$ cat src/rtl/pe_pkg.sv
// pe_pkg: shared mode/state enums and default Q-format bounds for the Horner PE.
package pe_pkg;
  localparam int DEF_INT_BW = 5;
  localparam int DEF_FRA_BW = 7;
  localparam int OP_BW = DEF_INT_BW + DEF_FRA_BW;
  localparam int OP_MAX = (1 << OP_BW) - 1;
  localparam int OP_MIN = -(1 << OP_BW);
  typedef enum logic [1:0] {MODE_GEMM, MODE_DIV, MODE_EXP, MODE_LOG} mode_e;
  typedef enum logic [1:0] {S_IDLE, S_ITER, S_DONE} state_e;
endpackage

$ cat src/rtl/pe_sat.sv
// pe_sat: arithmetic shift right by SH (floor) then clamp to [-2^LIM, 2^LIM-1].
module pe_sat #(
  parameter int IN_W = 16,
  parameter int OUT_W = 16,
  parameter int SH = 0,
  parameter int LIM = pe_pkg::OP_BW
) (
  input  logic signed [IN_W-1:0]  d_i,
  output logic signed [OUT_W-1:0] q_o
);
  localparam logic signed [IN_W-1:0] HI = {{(IN_W-LIM){1'b0}}, {LIM{1'b1}}};
  localparam logic signed [IN_W-1:0] LO = ~HI;
  logic signed [IN_W-1:0] s;
  always_comb begin
    s = d_i >>> SH;
    q_o = s > HI ? HI[OUT_W-1:0] : s < LO ? LO[OUT_W-1:0] : s[OUT_W-1:0];
  end
endmodule

$ cat src/rtl/pe_r_horner.sv
// pe_r_horner: systolic PE doing one-cycle gemm MAC or Horner polynomial evaluation.
module pe_r_horner
  import pe_pkg::*;
#(
  parameter int INT_BW = DEF_INT_BW,
  parameter int FRA_BW = DEF_FRA_BW,
  parameter int MUL_BW = 16,
  parameter int ACC_BW = 32,
  parameter int DEG_MAX = 7,
  parameter int DEG_W = $clog2(DEG_MAX + 1)
) (
  input  logic                     clk,
  input  logic                     rst,
  input  logic [1:0]               mode_i,
  input  logic                     in_valid,
  output logic                     in_ready,
  input  logic signed [MUL_BW-1:0] x_i,
  input  logic signed [MUL_BW-1:0] wc_i,
  input  logic signed [ACC_BW-1:0] o_i,
  input  logic [DEG_W-1:0]         deg_i,
  input  logic                     coef_valid,
  output logic                     coef_ready,
  input  logic signed [MUL_BW-1:0] coef_i,
  output logic                     out_valid,
  input  logic                     out_ready,
  output logic signed [ACC_BW-1:0] o_o,
  output logic signed [MUL_BW-1:0] wc_o,
  output logic                     busy
);
  localparam int LIM = INT_BW + FRA_BW;
  state_e state_q, state_d;
  mode_e mode_q, mode_d;
  logic signed [ACC_BW-1:0] acc_q, acc_d, o_q, o_d, prod, sum;
  logic signed [MUL_BW-1:0] x_q, x_d, wc_q, wc_d, x_c, w_c, c_c, a_c, ma, mb;
  logic [DEG_W-1:0] cnt_q, cnt_d;
  logic ov_q, ov_d, iter, in_fire, coef_fire;
  function automatic logic signed [ACC_BW-1:0] sx(input logic signed [MUL_BW-1:0] v);
    return {{(ACC_BW-MUL_BW){v[MUL_BW-1]}}, v};
  endfunction
  pe_sat #(.IN_W(MUL_BW), .OUT_W(MUL_BW), .SH(0), .LIM(LIM)) u_sat_x (.d_i(x_i), .q_o(x_c));
  pe_sat #(.IN_W(MUL_BW), .OUT_W(MUL_BW), .SH(0), .LIM(LIM)) u_sat_w (.d_i(wc_i), .q_o(w_c));
  pe_sat #(.IN_W(MUL_BW), .OUT_W(MUL_BW), .SH(0), .LIM(LIM)) u_sat_c (.d_i(coef_i), .q_o(c_c));
  pe_sat #(.IN_W(ACC_BW), .OUT_W(MUL_BW), .SH(FRA_BW), .LIM(LIM)) u_sat_a (.d_i(acc_q), .q_o(a_c));
  // one shared multiplier: weight*x for gemm, conv(acc)*x during Horner steps
  always_comb begin
    iter = state_q == S_ITER;
    in_ready = state_q == S_IDLE && (!ov_q || out_ready);
    in_fire = in_valid && in_ready;
    coef_fire = coef_valid && iter;
    ma = iter ? a_c : w_c;
    mb = iter ? x_q : x_c;
    prod = sx(ma) * sx(mb);
    sum = prod + (iter ? sx(c_c) <<< FRA_BW : o_i);
    state_d = state_q;
    mode_d = mode_q;
    acc_d = acc_q;
    o_d = o_q;
    x_d = x_q;
    wc_d = wc_q;
    cnt_d = cnt_q;
    ov_d = ov_q;
    if (in_fire) begin
      wc_d = wc_i;
      mode_d = mode_e'(mode_i);
      if (mode_i == MODE_GEMM) begin
        o_d = sum;
        ov_d = 1'b1;
      end else begin
        x_d = x_c;
        cnt_d = deg_i;
        acc_d = '0;
        ov_d = 1'b0;
        state_d = S_ITER;
      end
    end else if (state_q == S_IDLE && out_ready) begin
      ov_d = 1'b0;
    end
    if (coef_fire) begin
      acc_d = sum;
      cnt_d = cnt_q - DEG_W'(1);
      if (cnt_q == '0) begin
        o_d = sum;
        ov_d = 1'b1;
        state_d = S_DONE;
      end
    end
    if (state_q == S_DONE && out_ready) begin
      ov_d = 1'b0;
      state_d = S_IDLE;
    end
    coef_ready = iter;
    busy = state_q != S_IDLE;
    out_valid = ov_q;
    o_o = o_q;
    wc_o = wc_q;
  end
  always_ff @(posedge clk) begin
    if (rst) begin
      state_q <= S_IDLE;
      mode_q <= MODE_GEMM;
      acc_q <= '0;
      o_q <= '0;
      x_q <= '0;
      wc_q <= '0;
      cnt_q <= '0;
      ov_q <= 1'b0;
    end else begin
      state_q <= state_d;
      mode_q <= mode_d;
      acc_q <= acc_d;
      o_q <= o_d;
      x_q <= x_d;
      wc_q <= wc_d;
      cnt_q <= cnt_d;
      ov_q <= ov_d;
    end
  end
endmodule

$ cat config.mk
export PLATFORM = sky130hd
export DESIGN_NAME = pe_r_horner
export DESIGN_NICKNAME = d
export VERILOG_FILES = /design/src/rtl/pe_pkg.sv /design/src/rtl/pe_sat.sv /design/src/rtl/pe_r_horner.sv
export SDC_FILE = /design/constraint.sdc
export NUM_CORES = 1
export LEC_CHECK = 0
export ABC_CLOCK_PERIOD_IN_PS = 12670
export CAP_MARGIN = 40
export CORE_MARGIN = 4
export CORE_UTILIZATION = 45
export CTS_CLUSTER_SIZE = 30
export DETAILED_ROUTE_END_ITERATION = 10
export GPL_TIMING_DRIVEN = 0
export PLACE_DENSITY_LB_ADDON = 0.12
export SETUP_SLACK_MARGIN = 0.1
export SYNTH_ARGS = -nofsm -noshare
export SYNTH_HDL_FRONTEND = slang
export SYNTH_SLANG_ARGS = --single-unit
$ cat constraint.sdc
create_clock -name clk -period 12.67 [get_ports clk]
set_clock_uncertainty 0.15 [all_clocks]
set_input_delay 2.534 -clock clk [delete_from_list [all_inputs] [get_ports clk]]
set_output_delay 2.534 -clock clk [all_outputs]
set_load 0.1 [all_outputs]
* Word-level counts from Yosys, hierarchy flattened
Cells that the tools add are included.
** Word-level totals
- Bits in registers :: 102
- Word-level logic and storage cells :: 67
- Output and inout port bits :: 52
- Input port bits :: 90
** Operators by class
- Multiplexer cells :: 30
- Multipliers :: 1
- Bitwise gates (word level) :: 1
- Reductions and logical operators :: 15
- $lt $le $gt $ge :: 8
- Eq/ne operators :: 3
- $add $sub $neg :: 2
** Operator list (count)
- 2-to-1 mux 32 bit :: 8
- 2-to-1 mux 16 bit :: 10
- greater-than comparator 16 x 13 -> 1 bit, second input constant :: 3
- < comparator 16 x 13 -> 1 bit, second input constant :: 3
- adder 32 bit :: 1
- multiplier 16 x 16 -> 32 bit :: 1
- greater-than comparator 25 x 13 -> 1 bit, second input constant :: 1
- < comparator 25 x 13 -> 1 bit, second input constant :: 1
- 2-to-1 mux 3 bit :: 3
- 2-to-1 mux 2 bit :: 4
- logical AND 1 bit :: 5
- 2-to-1 mux 1 bit :: 5
- zero test 2 bit :: 2
- AND reduction 2 bit :: 2
- nonzero test 2 bit :: 2
- zero test 3 bit :: 1
- subtractor 3 x 1 -> 3 bit, second input constant :: 1
- equality test 2 x 1 -> 1 bit, second input constant :: 1
- equality test 2 bit, second input constant :: 1
- inequality test 2 bit, second input constant :: 1
- OR reduction 2 bit :: 1
- zero test 1 bit :: 1
- logical OR 1 bit :: 1
- inverter 1 bit :: 1

* Logic depth before layout (Yosys ltp)
Gate-level depths: netlist (run 1).
- Depth after elaboration :: 10
- Gate-level depth with buffers :: 31
- Gate-level depth less buffers :: 28

* By module
Synthesis (run 1) repeated with hierarchy kept, for this count alone.
** Unflattened totals
- Cell total of the unflattened synthesis :: 1948
- Area, all modules :: 16017.9 sq um
** By module, submodules not included
- pe_r_horner :: sequential area each 2042.0 sq um, cells each 1808, area each 15177.1 sq um, instances 1
- pe_sat (u_sat_c ...) :: sequential area each 0.0 sq um, cells each 38, area each 215.2 sq um, instances 3
- pe_sat (u_sat_a) :: sequential area each 0.0 sq um, cells each 26, area each 195.2 sq um, instances 1

* Worst setup path after synthesis (run 1)
Ideal clock, no wire load.
- Kind :: in2reg
- From :: input x_i[15]
- To :: register acc_q[30]
- Stages on the path :: 27
- Slack :: 3288 ps
- Data required time :: 12385 ps
- Setup time :: 135 ps
- Arrival time :: 9097 ps
- Path buffers :: 2
- Cells stage by stage :: nand4_1 -> ha_1 -> clkbuf_1 -> o21ai_0 -> mux2i_1 -> clkbuf_1 -> nor2_1 -> fa_1 -> inv_1 -> fa_1 -> fa_1 -> fa_1 -> inv_1 -> fa_1 -> inv_1 -> fa_1 -> inv_1 -> ha_1 -> a211oi_1 -> nor2_1 -> o41ai_1 -> o211ai_1 -> a31oi_4 -> o221ai_2 -> a21oi_2 -> xor2_1 -> a211oi_2
** On the way
- Cells in the longest elaborated chain, start to end :: 7
- Elaborated cells on any way between the ends :: 8
- Those cells by class :: add/sub (1); mul (1); order compare (2); mux (4)
** RTL lines
- start, declared :: RTL line pe_r_horner.sv:17 : input logic signed [MUL_BW-1:0] x_i,
- < comparator 16 x 13 -> 1 bit :: RTL line pe_sat.sv:16 : q_o = s > HI ? HI[OUT_W-1:0] : s < LO ? LO[OUT_W-1:0] : s[OUT_W-1:0];
- 2-to-1 mux 16 bit :: RTL line pe_sat.sv:16
- 2-to-1 mux 16 bit * :: RTL line pe_sat.sv:16
- 2-to-1 mux 16 bit * :: RTL line pe_r_horner.sv:51 : mb = iter ? x_q : x_c;
- multiplier 16 x 16 -> 32 bit * :: RTL line pe_r_horner.sv:52 : prod = sx(ma) * sx(mb);
- adder 32 bit * :: RTL line pe_r_horner.sv:53 : sum = prod + (iter ? sx(c_c) <<< FRA_BW : o_i);
- 2-to-1 mux 32 bit * :: RTL line pe_r_horner.sv:78 : if (coef_fire) begin
- end signal, assigned :: RTL line pe_r_horner.sv:101 : acc_q <= '0;
- end signal, assigned :: RTL line pe_r_horner.sv:110 : acc_q <= acc_d;
- end, declared :: RTL line pe_r_horner.sv:33 : logic signed [ACC_BW-1:0] acc_q, acc_d, o_q, o_d, prod, sum;
Every way passes the cells marked *; elsewhere a longest branch is shown, timed or not.
A chain may end at the register's enable or synchronous reset.

* Worst setup path in the final report (run 1)
- From :: input x_i[15]
- To :: register acc_q[22]
The elaborated chain is that of the path after synthesis.

==> results of run 1 <==
==> layout make-up <==
type	count	area (um2)
Multi-Input combinational cell	1309	11660
Inverter	394	1479
Antenna cell	2	5.005
Timing Repair Buffer	215	2594
Tap cell	448	560.5
Sequential cell	95	1902
Clock buffer	10	229.0
Fill cell	3129	14830
Clock inverter	4	48.80
Buffer	78	307.8
==> flip-flops by register name, summed over array words and instances (netlist names) <==
name / flops
wc_o: 16
o_o: 32
acc_q: 25
state_q: 2
x_q: 16
out_valid: 1
cnt_q: 3
==> cell families (layout without fill, tap and decap cells) <==
group / after synthesis / after routing / synth area share, %
xor+xnor: 39 / 39 / 2.227
mux: 4 / 4 / 0.2855
buf+inv: 472 / 701 / 11.65
compound gates: 233 / 233 / 9.348
flops: 95 / 95 / 12.40
other cells: 0 / 2 / 0
simple gates: 638 / 638 / 17.53
fa+ha+maj: 395 / 395 / 46.56
==> metrics by stage <==
stage                     utilization (%)  setup WS [ns]  cells  area (um2)  hold WS (ns)
after floorplan                         -          3.288   1876       15340        0.2867
after global placement              51.46         0.4373   2464       17300        0.2918
after detailed placement            55.04         0.8685   2539       18500        0.2960
after CTS                           55.87          1.185   2553       18780        0.3067
after global routing                55.88         0.5834   2554       18780        0.3224
final                               55.88          1.137   2555       18790        0.3043
==> cells in the mapped netlist (25+ instances only) <==
cell type	instances	area [um2]
inv_1	394	1479
clkbuf_1	63	236.5
ha_1	102	1276
nor2_1	228	855.8
fa_1	293	5866
xnor2_1	28	245.2
nand2_1	277	1040
o21ai_0	46	230.2
dfxtp_1	95	1902
a21oi_1	94	470.5
nand3_1	25	125.1
nor3_1	27	135.1
==> worst max path at each step <==
stage	startpoint	end	slack, ns	depth (start not counted)
after detailed placement	x_i[15]	acc_q[22]	0.87	29
after global routing	x_i[15]	acc_q[22]	0.58	29
after global placement	x_i[15]	acc_q[22]	0.44	28
after floorplan	x_i[15]	acc_q[30]	3.29	27
final	x_i[15]	acc_q[22]	1.14	29
after CTS	x_i[15]	acc_q[22]	1.19	29
==> metal layers <==
layer | vias up | wire (um) | GRT usage (%)
met5 | - | 0 | 0
met4 | 0 | 1662 | 8.338
met3 | 81 | 3344 | 4.450
met2 | 437 | 23530 | 46.99
met1 | 6522 | 21510 | 38.22
li1 | 6123 | - | -
==> worst register-to-register path, cell delays in order, from the launching register on <==
cell and delay [ns]:
dfxtp_1 0.36, nand2b_1 0.11, buf_2 0.34, buf_1 0.48, mux2i_1 0.63, buf_4 0.29
clkbuf_1 0.54, nor2_1 0.14, fa_1 0.56, inv_1 0.06, fa_1 0.58, fa_1 0.45
fa_1 0.50, inv_1 0.06, fa_1 0.53, inv_1 0.06, fa_1 0.54, inv_1 0.04
ha_1 0.34, a211oi_1 0.26, nor2_1 0.10, o41ai_1 0.40, o21ai_0 0.31, o21ai_0 0.32
xor2_1 0.46, nor2_1 0.08, a31oi_1 0.18, nor2_1 0.06
==> results.sh, run 1 <==
export IMPL_outcome="finished, final reports clean"
export IMPL_crit_slowest_cell="fa_1"
export IMPL_r2r_cells=27
export IMPL_finalSetupTns_ns=0
export IMPL_end_kind="flop"
export IMPL_hold_path_cell_count=2
export IMPL_layout_common_cells="inv_1 (394), fa_1 (293), nand2_1 (277)"
export IMPL_area_growth_pct=22.47
export IMPL_r2r_end="acc_q[22]"
export IMPL_rr_startpoint="state_q[1]"
export IMPL_start_util_pct=45.63
export IMPL_clock_path_buffers=2
export IMPL_worst_setup_path_type="input port to flop"
export IMPL_fmax_ghz=0.08671
export IMPL_cts_tree="built"
export IMPL_syn_inst=1876
export IMPL_grt_max_degree=15
export IMPL_slew_viol_final=0
export IMPL_ant_nets=0
export IMPL_synth_warnings=0
export IMPL_post_cts_setup_buffer_count=0
export IMPL_synth_seq_cells=95
export IMPL_tightest_slew_ns=1.054
export IMPL_core_mm2=0.03362
export IMPL_hold_end="wc_o[0]"
export IMPL_grt_use_total_pct=28.22
export IMPL_via_count=13160
export IMPL_clk_insertion_delay_late_ns=0.34
export IMPL_final_nets=2587
export IMPL_fin_crit_sh_pct=91.03
export IMPL_numClockSinks=95
export IMPL_fp_dieW_um=192.6
export IMPL_drtIter0Drc=901
export IMPL_crit_top_cell="fa_1"
export IMPL_viasPerCell=5.152
export IMPL_rsz0062_at_grt="no"
export IMPL_port_buffers=140
export IMPL_crit_path_max_fanout=10
export IMPL_ctsResizeCount=0
export IMPL_synth_nets=2361
export IMPL_place_congestion=0.9185
export IMPL_post_drt_wl_per_cell_um=19.59
export IMPL_antenna_found_initial=4
export IMPL_critPathRequiredTime_ns=12.72
export IMPL_maxSlewHeadroom_pct=29.76
export IMPL_grt_overflow_total=0
export IMPL_rows=67
export IMPL_synth_edf_count=0
export IMPL_ys_seq_area_share_pct=12.40
export IMPL_synthArstFlopShare_pct=0
export IMPL_dpl_hpwl_um=42680
export IMPL_critPathBufInv=8
export IMPL_path_delay_family="adder cells"
export IMPL_firstDrtPassIters=5
export IMPL_ys_flop_type="dfxtp_1"
export IMPL_die_area_mm2=0.03710
export IMPL_final_setup_viol_count=0
export IMPL_drive_gt1_share_pct=5.843
export IMPL_slowest_delay_ns=0.58
export IMPL_ys_types=64
export IMPL_clockRootBuffer="clkbuf_16"
export IMPL_clk_pin_slew_worst_paths_ns=0.06
export IMPL_grt_pass1_vias=14090
export IMPL_cp_arrival_ns=11.58
export IMPL_die_h_um=192.6
export IMPL_holdCritPathClass="flop to flop"
export IMPL_final_hold_viol_count=0
export IMPL_wl_um=50040
export IMPL_syn_area_per_cell_um2=8.176
export IMPL_htreeDepth=3
export IMPL_reg2reg_setup_slack_ns=3.59
export IMPL_final_common_cell="inv_1"
export IMPL_synth_area_mm2=0.01534
export IMPL_final_min_clock_period_ns=11.53
export IMPL_ioPinCount=142
export IMPL_max_cap_violations=0
export IMPL_remaining_drc_errors=0
export IMPL_holdBufCountCts=0
export IMPL_cts_buffers=9
export IMPL_worstSetupStartpointType="input port"
export IMPL_grt_pass1_wl_um=79110
export IMPL_min_from="wc_o[0]"
Power of run 1 is not shown: default switching activity piles up to over one toggle a cycle in this logic, so the estimate is an artifact.
==> run 2, diff against run 1 <==
SKIP_LAST_GASP = 1   (was unset)
==> results of run 2 <==
No change in the layout: final DEF, timing and power equal those of run 1.
Power of run 2 is left out for the same reason.
